$ cat src/rtl/uart_tx_core.sv
// -----------------------------------------------------------------------------
// uart_tx_core
//
// Parallel-to-serial UART transmitter that sends one frame bit per CLK cycle:
// a start bit, the data bits LSB first, an optional parity bit, and a stop bit.
// CLK is the bit clock, so there is no internal baud divider.
//
// Ports:
//   CLK            bit clock; all state changes happen on its rising edge
//   RST            asynchronous, active-low reset
//   TX_P_DATA      parallel data word (Data_width bits)
//   TX_Data_valid  single-cycle request; data and parity config are valid with it
//   PAR_EN         1 = append a parity bit after the data bits
//   PAR_TYP        0 = even parity, 1 = odd parity
//   TX_OUT         serial line; idles high
//   busy           high while a frame is on the line
//
// TX_OUT and busy are driven straight from flops. Each flop is loaded with
// the value that belongs to the next state, so the line changes in the same
// cycle as the state and no decode glitch can reach the pin.
// -----------------------------------------------------------------------------
module uart_tx_core #(
    parameter int Data_width = 8
) (
    input  logic                  CLK,
    input  logic                  RST,
    input  logic [Data_width-1:0] TX_P_DATA,
    input  logic                  TX_Data_valid,
    input  logic                  PAR_EN,
    input  logic                  PAR_TYP,
    output logic                  TX_OUT,
    output logic                  busy
);

    localparam int CNT_W = (Data_width > 1) ? $clog2(Data_width) : 1;
    localparam logic [CNT_W-1:0] CNT_LAST = CNT_W'(Data_width - 1);

    typedef enum logic [2:0] {
        ST_IDLE   = 3'd0,
        ST_START  = 3'd1,
        ST_DATA   = 3'd2,
        ST_PARITY = 3'd3,
        ST_STOP   = 3'd4
    } state_t;

    // Parity bit on the line: XOR of the data for even parity, inverted for odd.
    function automatic logic parity_bit(input logic [Data_width-1:0] data,
                                        input logic                  odd);
        return (^data) ^ odd;
    endfunction

    state_t                  state_r;
    state_t                  state_nxt_s;
    logic [CNT_W-1:0]        cnt_r;
    logic [CNT_W-1:0]        cnt_nxt_s;
    logic [Data_width-1:0]   data_r;
    logic [Data_width-1:0]   data_nxt_s;
    logic                    par_en_r;
    logic                    par_en_nxt_s;
    logic                    par_typ_r;
    logic                    par_typ_nxt_s;
    logic                    tx_out_r;
    logic                    tx_out_nxt_s;
    logic                    busy_r;
    logic                    busy_nxt_s;
    logic                    accept_s;

    // A request is taken only while idle; it is ignored in every other state, including STOP.
    assign accept_s = (state_r == ST_IDLE) && TX_Data_valid;

    // State register.
    always_ff @(posedge CLK or negedge RST) begin
        if (!RST) begin
            state_r <= ST_IDLE;
        end else begin
            state_r <= state_nxt_s;
        end
    end

    // Next-state logic.
    always_comb begin
        state_nxt_s = ST_IDLE;
        case (state_r)
            ST_IDLE: begin
                if (accept_s) begin
                    state_nxt_s = ST_START;
                end else begin
                    state_nxt_s = ST_IDLE;
                end
            end
            ST_START: begin
                state_nxt_s = ST_DATA;
            end
            ST_DATA: begin
                if (cnt_r != CNT_LAST) begin
                    state_nxt_s = ST_DATA;
                end else if (par_en_r) begin
                    state_nxt_s = ST_PARITY;
                end else begin
                    state_nxt_s = ST_STOP;
                end
            end
            ST_PARITY: begin
                state_nxt_s = ST_STOP;
            end
            ST_STOP: begin
                state_nxt_s = ST_IDLE;
            end
            default: begin
                state_nxt_s = ST_IDLE;
            end
        endcase
    end

    // Next values of the bit counter and the latched frame data and config.
    always_comb begin
        cnt_nxt_s     = cnt_r;
        data_nxt_s    = data_r;
        par_en_nxt_s  = par_en_r;
        par_typ_nxt_s = par_typ_r;
        case (state_r)
            ST_IDLE: begin
                if (accept_s) begin
                    data_nxt_s    = TX_P_DATA;
                    par_en_nxt_s  = PAR_EN;
                    par_typ_nxt_s = PAR_TYP;
                end else begin
                    data_nxt_s    = data_r;
                    par_en_nxt_s  = par_en_r;
                    par_typ_nxt_s = par_typ_r;
                end
                cnt_nxt_s = '0;
            end
            ST_START: begin
                cnt_nxt_s = '0;
            end
            ST_DATA: begin
                if (cnt_r != CNT_LAST) begin
                    cnt_nxt_s = cnt_r + CNT_W'(1);
                end else begin
                    cnt_nxt_s = '0;
                end
            end
            ST_PARITY: begin
                cnt_nxt_s = '0;
            end
            ST_STOP: begin
                cnt_nxt_s = '0;
            end
            default: begin
                cnt_nxt_s = '0;
            end
        endcase
    end

    // Datapath registers: bit counter, latched data and parity config.
    always_ff @(posedge CLK or negedge RST) begin
        if (!RST) begin
            cnt_r     <= '0;
            data_r    <= '0;
            par_en_r  <= 1'b0;
            par_typ_r <= 1'b0;
        end else begin
            cnt_r     <= cnt_nxt_s;
            data_r    <= data_nxt_s;
            par_en_r  <= par_en_nxt_s;
            par_typ_r <= par_typ_nxt_s;
        end
    end

    // Output decode for the state being entered, so the output flops track the state register.
    always_comb begin
        tx_out_nxt_s = 1'b1;
        busy_nxt_s   = 1'b0;
        case (state_nxt_s)
            ST_IDLE: begin
                tx_out_nxt_s = 1'b1;
                busy_nxt_s   = 1'b0;
            end
            ST_START: begin
                tx_out_nxt_s = 1'b0;
                busy_nxt_s   = 1'b1;
            end
            ST_DATA: begin
                tx_out_nxt_s = data_nxt_s[cnt_nxt_s];
                busy_nxt_s   = 1'b1;
            end
            ST_PARITY: begin
                tx_out_nxt_s = parity_bit(data_nxt_s, par_typ_nxt_s);
                busy_nxt_s   = 1'b1;
            end
            ST_STOP: begin
                tx_out_nxt_s = 1'b1;
                busy_nxt_s   = 1'b1;
            end
            default: begin
                tx_out_nxt_s = 1'b1;
                busy_nxt_s   = 1'b0;
            end
        endcase
    end

    // Output registers; reset forces the line idle at once, even mid-frame.
    always_ff @(posedge CLK or negedge RST) begin
        if (!RST) begin
            tx_out_r <= 1'b1;
            busy_r   <= 1'b0;
        end else begin
            tx_out_r <= tx_out_nxt_s;
            busy_r   <= busy_nxt_s;
        end
    end

    assign TX_OUT = tx_out_r;
    assign busy   = busy_r;

endmodule

$ cat config.mk
export PLATFORM = sky130hd
export DESIGN_NAME = uart_tx_core
export DESIGN_NICKNAME = d
export VERILOG_FILES = /design/src/rtl/uart_tx_core.sv
export SDC_FILE = /design/constraint.sdc
export NUM_CORES = 1
export LEC_CHECK = 0
export BUFFER_PORTS_ARGS = -buffer_cell sky130_fd_sc_hd__clkbuf_2
export CAP_MARGIN = 20
export CORE_ASPECT_RATIO = 1.1
export CORE_MARGIN = 5
export CORE_UTILIZATION = 54
export DETAILED_ROUTE_END_ITERATION = 6
export GPL_TIMING_DRIVEN = 0
export PLACE_DENSITY = 0.76
export SLEW_MARGIN = 20
export SYNTH_ARGS = -nofsm -noshare
export SYNTH_HDL_FRONTEND = slang
export SYNTH_SLANG_ARGS = --single-unit
$ cat constraint.sdc
create_clock -name CLK -period 3.1 [get_ports CLK]
set_input_delay 0.31 -clock CLK [delete_from_list [all_inputs] [get_ports CLK]]
set_output_delay 0.31 -clock CLK [all_outputs]
set_load 0.01 [all_outputs]
---- Yosys cells after proc, flatten, opt, wreduce, memory -nomap -nowiden ----
Index checks and enable logic that the tools add are counted.
word-level totals
  register bits ........................... 18
  input port bits ......................... 13
  output and inout port bits .............. 2
  word-level logic and storage cells ...... 37
operators by class
  add/subtract/negate cells ............... 1
  $lt $le $gt $ge ......................... 1
  eq/ne operators ......................... 8
  mux-type cells .......................... 14
  bitwise logic cells ..................... 1
  reduce and logical (&&, ||, !) cells .... 5
operators by type and width
  operator             number
  $mux 8               2
  $eq 3x2->1 const B   4
  $mux 3               4
  $pmux 3 s4           1
  $reduce_xor 8->1     1
  $eq 3x1->1 const B   2
  $mux 1               5
  $lt 3x4->1 const B   1
  $reduce_or 4->1      1
  $add 3x1->3 const B  1
  $bmux 1 s3           1
  $eq 3x3->1 const B   1
  $logic_not 3->1      1
  $ne 3x3->1 const B   1
  $pmux 1 s3           1
  $reduce_and 2->1     1
  $logic_and 1x1->1    1
  $xor 1x1->1          1

---- Longest topological paths before layout ----
Gate-level depths: netlist of run 1.
  depth after elaboration ................. 7
  gate-level depth with buffers ........... 7

---- Worst setup path after synthesis of run 1 ----
OpenSTA, ideal clock, no wires.
  path type ............................... reg2reg
  start point ............................. register cnt_r[0]
  end point ............................... register tx_out_r (netlist: TX_OUT)
  setup time .............................. 0.097 ns
  data arrival time ....................... 2.265 ns
  path slack .............................. 0.738 ns
  cell stages (with the launch flop) ...... 8
  path buffers ............................ 0
  cells stage by stage .................... dfrtp_1 ha_1 ha_1 nor4b_1 nor2b_1 mux2_2 a2111oi_1 nand3_1
on the way
  longest elaborated chain between the ends .. 6
  elaborated cells on any way between the ends .. 12
  classes of those cells .................. 1 x add/sub; 4 x eq/ne; 7 x mux
RTL lines
  what                                              line      RTL
  start, declared                                   54        logic [CNT_W-1:0] cnt_r;
  start signal, assigned                            164       cnt_r <= cnt_nxt_s;
  $add 3x1->3 / $ne 3x3->1 (equally long branches)  139, 138
  $mux 3 *                                          138       if (cnt_r != CNT_LAST) begin
  $mux 3 *                                          121       case (state_r)
  net cnt_nxt_s[0]                                  55        logic [CNT_W-1:0] cnt_nxt_s;
  $bmux 1 s3 *                                      185       tx_out_nxt_s = data_nxt_s[cnt_nxt_s];
  $mux 1 (not written as such) *                    185
  $pmux 1 s3 *                                      175       case (state_nxt_s)
  net tx_out_nxt_s                                  63        logic tx_out_nxt_s;
  end signal, assigned                              209       tx_out_r <= tx_out_nxt_s;
  end, declared                                     62        logic tx_out_r;
The timed path passes the listed nets; every way through them passes the cells marked *. The select of a mux whose other input is x is not followed.
A chain may end at the register's enable or synchronous reset.

---- Worst setup path after layout of run 1 ----
Ends and elaborated chain as after synthesis.

==> impl_metrics.tcl, run 1 <==
set metrics [dict create \
    drv_slew 0 \
    clock_skew_ns 0.00108 \
    drt_pre_antenna_iters 4 \
    crit_path_cell_trace "ha_1 > ha_1 > nor4b_1 > nor2b_1 > mux2_2 > a2111oi_1 > nand3_1" \
    critical_path.top_delay_family "simple AND/OR/NAND/NOR gates" \
    clock_latency_ns 0.29 \
    ant_nets 0 \
    syn_nets 96 \
    synth_cell_types 36 \
    fin_cells 118 \
    cp-start-kind "flop" \
    worst_slew_pin_slew_ns 0.458 \
    min-delay-path-class "primary input to flop" \
    required_ns 3.32 \
    cts_resized 0 \
    clock_sinks 18 \
    critPathArrivalTime_ns 2.84 \
    clock_path_buffers 2 \
    initial_core_util 0.558 \
    synth_cells 81 \
    grtUsageMet3 0.0245 \
    core_area_um2 1760 \
    synth_top_cell_area_share 0.433 \
    multi_input_comb_area_um2 479 \
    ir_drop_uv 637 \
    path_clk_slew_ns 0.10 \
    numCtsBuffers 3 \
    cp_slowest_stage_delay_ns 0.49 \
    drive_gt1_frac 0.290 \
    slew_headroom 0.690 \
    synth_seq_cells 18 \
    post-cts-setup-buffer-count 0 \
    postPlaceCellArea_um2 1080 \
    status "completed" \
    ys_top_cells_by_area "dfrtp_1 43%, xnor2_1 5.3%, mux2_1 4.6%" \
    ys_seq_area_frac 0.459 \
    drt-total-wl_mm 1.86 \
    antenna_found_initial 0 \
    final-hold-violation-count 0 \
    met1_usage 0.187 \
    drc 0 \
    fin_nets 116 \
    netlist_area_um2 983 \
    leakagePower_nw 0.510 \
    viasPerCell 5.75 \
    post_drt_wl_per_cell_um 15.8 \
    gp_congestion 0.770 \
    cap_viol_max_count 0 \
    path_common_cell "ha_1" \
    fin_hold_ws_ns 0.212 \
    critical_path_class "flop to flop" \
    fp.dieH_um 54.8 \
    fin_tns_setup_ns 0 \
    placed_cells 113 \
    crit_buf_inv 0 \
    setup_violations 0 \
    p_per_area_nw_per_um2 1060 \
    route.vias.total 678 \
    cts_hold_buf 1 \
    rsz0062_at_grt "no" \
    cp_max_fo 9 \
    drt_iter0_drc 7 \
    num_antenna_cells 0 \
    numPortBuffers 14 \
    dieArea_um2 2780 \
    grt_max_degree 19 \
    grt_pass1_wl_mm 3.24 \
    grtUsageMet2 0.277 \
    cp-end-kind "flop" \
    period_share 0.845 \
    clock.fmax_mhz 382 \
    synth_area_leader_cell "dfrtp_1" \
    grt_overflow 0 \
    yosysWarnings 0 \
    htree_levels 1 \
    hpwl_mm 1.36 \
    syn_to_final_growth_pct 14.1 \
    fp-row-count 16 \
    fillers 157 \
    top_usage_layer "met2" \
    cts_tree "done" \
    fp.dieW_um 50.7 \
    io_pins 15 \
    post-route-min-period_ns 2.62 \
    clock_tree.root_cell "clkbuf_4" \
    cp_slowest_cell "dfrtp_1" \
    grt_usage 0.159 \
    design_area_um2 1120 \
    syn_avg_cell_area_um2 12.1 \
    ff_latch_area_um2 452 \
    grt_pass1_vias 740 \
]
cells in the final DEF (no fill, tap or decap), drive strengths merged, types with 2 or more instances in the layout:
cell type   n
clkbuf     18
dfrtp      17
mux2        9
xnor2       6
buf         4
inv         3
nand2b      3
nand3       3
a211oi      3
o21ai       3
a21oi       2
nor3b       2
nor3        2
nor2        2
nand2       2
or3         2
ha          2
nor4b       2
routing by layer:
metal  vias to the layer above  routed length, um  part of all wire
met5                         -                  0                 0
met4                         0                 53             0.029
met3                         6                 70             0.038
met2                        15                936              0.50
met1                       323                799              0.43
li1                        334                  -                 -
synth_stat cells:
cell and number:
nor2b_1 1, nor3_1 2, mux2i_1 1, nand2_1 2
a21oi_1 2, o211ai_1 1, nand3b_1 1, o21ai_1 1
or3_1 2, buf_6 3, o41ai_1 1, or3b_1 1
mux2_4 3, nand2b_1 3, xnor2_1 6, a21o_1 1
o21a_1 1, nor4b_1 1, or4_1 1, o311a_1 1
inv_1 3, a211oi_1 3, dfstp_2 1, buf_4 1
mux2_2 2, and3b_1 1, nor4b_4 1, ha_1 2
mux2_1 4, dfrtp_1 17, a2111oi_1 1, o21ai_0 2
xnor3_1 1, nand3_1 3, nor2_1 2, nor3b_1 2
final cells by class:
| class | count | area share |
|---|---|---|
| sequential | 18 | 0.402 |
| timing repair buffer | 15 | 0.0713 |
| buffer | 4 | 0.0368 |
| clock buffer | 4 | 0.0323 |
| inverter | 3 | 0.0100 |
| tap | 18 | 0.0201 |
| multi-input combinational | 56 | 0.427 |
tightest hold or removal path, cell delays in order:
cell	delay, ns
clkbuf_2	0.08
nand2_1	0.04
o21ai_1	0.05
report_power, final:
group | total (mW) | internal [mW] | leakage (nW) | switching (mW)
sequential | 0.412 | 0.342 | 0.219 | 0.0707
clock | 0.147 | 0.0716 | 0.0210 | 0.0754
combinational | 0.633 | 0.357 | 0.270 | 0.276
sequential cells by signal (all words and copies together), names as in the netlist:
name / flops
par_en_r: 1
busy: 1
data_r: 8
cnt_r: 3
TX_OUT: 1
state_r: 3
par_typ_r: 1
through the flow:
step            util  total power [mW]  setup slack, ns
3_5_place_dp   0.611              1.05            0.509
6_report       0.637              1.19            0.479
2_1_floorplan      -             0.921            0.738
3_3_place_gp   0.611              1.03            0.504
5_1_grt        0.637              1.28            0.202
4_1_cts        0.637              1.20            0.468
final timing paths:
check / start / endpoint / slack (ns) / cells after the start
setup / recovery: cnt_r[0] / TX_OUT / 0.48 / 7
hold / removal: PAR_EN / par_en_r / 0.21 / 3
setup reg to reg: cnt_r[0] / TX_OUT / 0.48 / 7
hold reg to reg: par_typ_r / par_typ_r / 0.54 / 1
max in group asynchronous: RST / TX_OUT / 2.27 / 2
min in group asynchronous: RST / data_r[6] / 0.49 / 2
logic make-up after synthesis:
group,share of synthesized area
and+or+nand+nor,0.160
DFF,0.459
AOI/OAI and AO/OA,0.101
muxes,0.125
xor gates and xnor gates,0.0763
buffers and inverters,0.0534
adders and majority gates,0.0254
Power figures use the tool's default switching activity.
==> inputs of run 2 (changes only) <==
CORE_UTILIZATION = 49   (was 54)
PLACE_DENSITY = 0.73   (was 0.76)
clock period = 2.3 ns   (was 3.1 ns; I/O delays follow)
==> impl_metrics.tcl, run 2 (synthesis results as in run 1) <==
set metrics [dict create \
    top_regs "data_r: 8 flops, cnt_r: 3 flops, state_r: 3 flops" \
    final_util 0.618 \
    top_register "data_r" \
    setup_violations 0 \
    drt_pre_antenna_iters 4 \
    largest_reg_flops 8 \
    fin_cells 130 \
    min_from "PAR_EN" \
    power.total_mw 1.72 \
    clock_path_buffers 2 \
    hpwl_mm 1.30 \
    required_ns 2.53 \
    route.vias.total 690 \
    syn_to_final_growth_pct 23.0 \
    grt_overflow 0 \
    critPathArrivalTime_ns 2.43 \
    fp.dieW_um 52.7 \
    grt_pass1_vias 720 \
    final-hold-violation-count 0 \
    io_pins 15 \
    cp_max_fo 5 \
    status "completed" \
    post_drt_wl_per_cell_um 14.2 \
    drive_gt1_frac 0.363 \
    fp-row-count 17 \
    path_clk_slew_ns 0.11 \
    fillers 165 \
    startpoint "cnt_r[0]" \
    gp_congestion 0.713 \
    holdPathEnd "par_en_r" \
    fin_hold_ws_ns 0.117 \
    worstRegToRegCells 7 \
    clock.fmax_mhz 454 \
    viasPerCell 5.31 \
    layout_setup_ws_ns 0.0998 \
    cap_viol_max_count 0 \
    fin_tns_setup_ns 0 \
    ant_nets 0 \
    slew_headroom 0.550 \
    placed_cells 123 \
    met1_usage 0.183 \
    design_area_um2 1210 \
    place_ws_ns -0.209 \
    cp-start-kind "flop" \
    worst_slew_pin_slew_ns 0.666 \
    initial_core_util 0.503 \
    clock_tree.root_cell "clkbuf_4" \
    r2r_slack_ns 0.1 \
    postPlaceCellArea_um2 1090 \
    cp-end-kind "flop" \
    min-delay-path-class "primary input to flop" \
    crit-reg2reg-capture "TX_OUT" \
    num_antenna_cells 0 \
    p_per_area_nw_per_um2 1420 \
    post-route-min-period_ns 2.20 \
    numCtsBuffers 3 \
    mostFrequentLayoutCells "16 x dfrtp_1, 14 x clkbuf_2, 6 x xnor2_1" \
    grt_max_degree 19 \
    leakagePower_nw 0.529 \
    grt_usage 0.144 \
    critical_path_class "flop to flop" \
    period_share 0.957 \
    grtUsageMet2 0.232 \
    final_common_cell "dfrtp_1" \
    fp.dieH_um 57.0 \
    clock_latency_ns 0.31 \
    r2r-start "cnt_r[0]" \
    grt_pass1_wl_mm 3.24 \
    rsz0062_at_grt "no" \
    drc 0 \
    top_usage_layer "met2" \
    htree_levels 1 \
    grtUsageMet3 0.0235 \
    drv_slew 0 \
    antenna_found_initial 0 \
    drt-total-wl_mm 1.85 \
    ir_drop_uv 803 \
    clock_skew_ns 0.00995 \
    holdPathStages 3 \
    cts_tree "done" \
    numPortBuffers 14 \
    dieArea_um2 3000 \
    clock_sinks 18 \
    core_area_um2 1960 \
    drt_iter0_drc 6 \
    fin_nets 118 \
]
## run 2: routing by layer
| layer | vias up | share of wire |
|---|---|---|
| met5 | - | 0 |
| met4 | 0 | 0.024 |
| met3 | 5 | 0.028 |
| met2 | 16 | 0.49 |
| met1 | 331 | 0.45 |
| li1 | 338 | - |
## run 2: repair_timing
item | in CTS | in global routing
buffers inserted | 1 | 1
setup endpoints to repair | 1 | 1
gates cloned | 0 | 0
gates resized for setup | 5 | 5
hold endpoints to repair | 17 | 0
hold buffers | 1 | 0
pin swaps | 1 | 2
## run 2: worst max path at each step
| stage | slack, ns | endpoint | cells past startpoint |
|---|---|---|---|
| after floorplan | 0.02 | TX_OUT | 7 |
| after global placement | -0.18 | TX_OUT | 7 |
| after detailed placement | -0.21 | TX_OUT | 7 |
| after CTS | 0.04 | TX_OUT | 7 |
| after global routing | 0.02 | TX_OUT | 7 |
| final | 0.1 | TX_OUT | 7 |
## run 2: layout make-up
cell class	instances	area [um2]	share of cell area
buffer	4	41.3	0.0341
clock buffer	4	36.3	0.0300
tap	28	35.0	0.0290
inverter	3	11.3	0.00931
timing repair buffer	17	95.1	0.0786
sequential	18	453	0.374
multi-input combinational	56	538	0.445
## run 2: power by group
part           total (mW)  switching, mW  internal [mW]
Sequential          0.544         0.0825          0.462
Clock               0.202          0.105         0.0967
Combinational       0.977          0.422          0.555
## run 2: critical path, stage by stage, from the launching register on
cell and delay (ns):
dfrtp_2 0.44, ha_2 0.20, ha_4 0.18, nor4b_4 0.32, nor2b_4 0.21, mux2_4 0.32
a2111oi_4 0.33, nand3_1 0.11
==> inputs of run 3 (changes only) <==
CORE_UTILIZATION = 58   (was 49)
PLACE_DENSITY = 0.81   (was 0.73)
SKIP_CTS_REPAIR_TIMING = 1   (was default)
clock period = 2.64 ns   (was 2.3 ns; I/O delays follow)
==> impl_metrics.tcl, run 3 (synthesis results as in run 1) <==
set metrics [dict create \
    path_common_cell "ha_1" \
    clock_sinks 18 \
    cp-end-kind "flop" \
    critPathArrivalTime_ns 2.70 \
    antenna_found_initial 0 \
    ant_nets 0 \
    slew_headroom 0.712 \
    htree_levels 1 \
    required_ns 2.86 \
    design_area_um2 1140 \
    path_clk_slew_ns 0.10 \
    cp.depth 7 \
    p_per_area_nw_per_um2 1230 \
    holdPathStages 3 \
    grt_usage 0.154 \
    route.vias.total 674 \
    min-delay-path-class "primary input to flop" \
    grt_max_degree 19 \
    mostFrequentLayoutCells "16 x dfrtp_1, 14 x clkbuf_2, 6 x xnor2_1" \
    r2r_slack_ns 0.16 \
    worst_slew_pin_slew_ns 0.432 \
    crit_buf_inv 0 \
    critical_path.top_delay_family "simple AND/OR/NAND/NOR gates" \
    worstRegToRegCells 7 \
    viasPerCell 5.76 \
    cp_slowest_stage_delay_ns 0.49 \
    final_common_cell "dfrtp_1" \
    drive_gt1_frac 0.320 \
    fillers 117 \
    cts_tree "done" \
    clock_skew_ns 0.00469 \
    holdPathEnd "par_en_r" \
    top_register "data_r" \
    fin_hold_ws_ns 0.174 \
    min_from "PAR_EN" \
    hpwl_mm 1.28 \
    cp_max_fo 9 \
    fin_nets 116 \
    critical_path_class "flop to flop" \
    status "completed" \
    numPortBuffers 14 \
    r2r-start "cnt_r[0]" \
    post_drt_wl_per_cell_um 14.6 \
    drt_pre_antenna_iters 4 \
    drv_slew 0 \
    setup_violations 0 \
    cp-start-kind "flop" \
    crit_path_cell_trace "ha_1 > ha_1 > nor4b_4 > nor2b_2 > mux2_2 > a2111oi_1 > nand3_1" \
    drc 0 \
    syn_to_final_growth_pct 15.9 \
    grt_overflow 0 \
    initial_core_util 0.616 \
    multi_input_comb_area_um2 497 \
    post-route-min-period_ns 2.48 \
    core_area_um2 1600 \
    fp.dieW_um 49.3 \
    ir_drop_uv 649 \
    cp_slowest_cell "dfrtp_2" \
    clock_latency_ns 0.29 \
    gp_congestion 0.776 \
    drt_iter0_drc 7 \
    fp-row-count 15 \
    dieArea_um2 2620 \
    crit-reg2reg-capture "TX_OUT" \
    rsz0062_at_grt "no" \
    fp.dieH_um 53.2 \
    clock_path_buffers 2 \
    io_pins 15 \
    grt_pass1_wl_mm 2.92 \
    largest_reg_flops 8 \
    num_antenna_cells 0 \
    cap_viol_max_count 0 \
    clock_tree.root_cell "clkbuf_4" \
    postPlaceCellArea_um2 1070 \
    top_regs "data_r: 8 flops, cnt_r: 3 flops, state_r: 3 flops" \
    final_util 0.715 \
    final-hold-violation-count 0 \
    ff_latch_area_um2 453 \
    numCtsBuffers 3 \
    leakagePower_nw 0.515 \
    clock.fmax_mhz 403 \
    drt-total-wl_mm 1.70 \
    period_share 0.940 \
    grt_pass1_vias 659 \
]
run 3: report_power, final:
part	switching (mW)	total, mW	internal [mW]
logic	0.320	0.752	0.432
registers	0.0822	0.485	0.403
clock network	0.0833	0.167	0.0841
run 3: worst register-to-register path: cells and delay by family, from the launching register on:
family                   cells  cell delay [ns]
AND/OR/NAND/NOR              3             0.68
adder cells (fa/ha/maj)      2             0.50
flip-flops                   1             0.49
AO/OA/AOI/OAI                1             0.40
multiplexers                 1             0.34
run 3: how the worst max path moves through the flow:
stage,from,end,slack [ns]
2_1_floorplan,cnt_r[0],TX_OUT,0.28
3_3_place_gp,cnt_r[0],TX_OUT,0.05
3_5_place_dp,cnt_r[0],TX_OUT,-0.03
4_1_cts,cnt_r[0],TX_OUT,-0.06
5_1_grt,cnt_r[0],TX_OUT,0.002
6_report,cnt_r[0],TX_OUT,0.16
run 3: stage by stage:
| step | setup slack [ns] | TNS (ns) | std cells | power [mW] |
|---|---|---|---|---|
| 5_1_grt | 0.00202 | 0 | 117 | 1.51 |
| 3_5_place_dp | -0.0339 | -0.0339 | 112 | 1.23 |
| 6_report | 0.159 | 0 | 117 | 1.40 |
| 3_3_place_gp | 0.0517 | 0 | 112 | 1.20 |
| 4_1_cts | -0.0565 | -0.0565 | 116 | 1.40 |
| 2_1_floorplan | 0.278 | 0 | 81 | 1.08 |
run 3: final cells by class:
class,count,share of cell area
Timing Repair Buffer,15,0.0703
Sequential cell,18,0.397
Multi-Input combinational cell,56,0.436
Clock buffer,4,0.0318
Buffer,4,0.0362
Inverter,3,0.00988
Tap cell,17,0.0187
run 3: per-layer routing:
| layer | vias to the layer above | global-route usage | wire length (um) |
|---|---|---|---|
| met4 | 0 | 0.126 | 55 |
| li1 | 334 | - | - |
| met2 | 16 | 0.225 | 779 |
| met1 | 319 | 0.184 | 783 |
| met5 | - | 0 | 0 |
| met3 | 5 | 0.0479 | 84 |
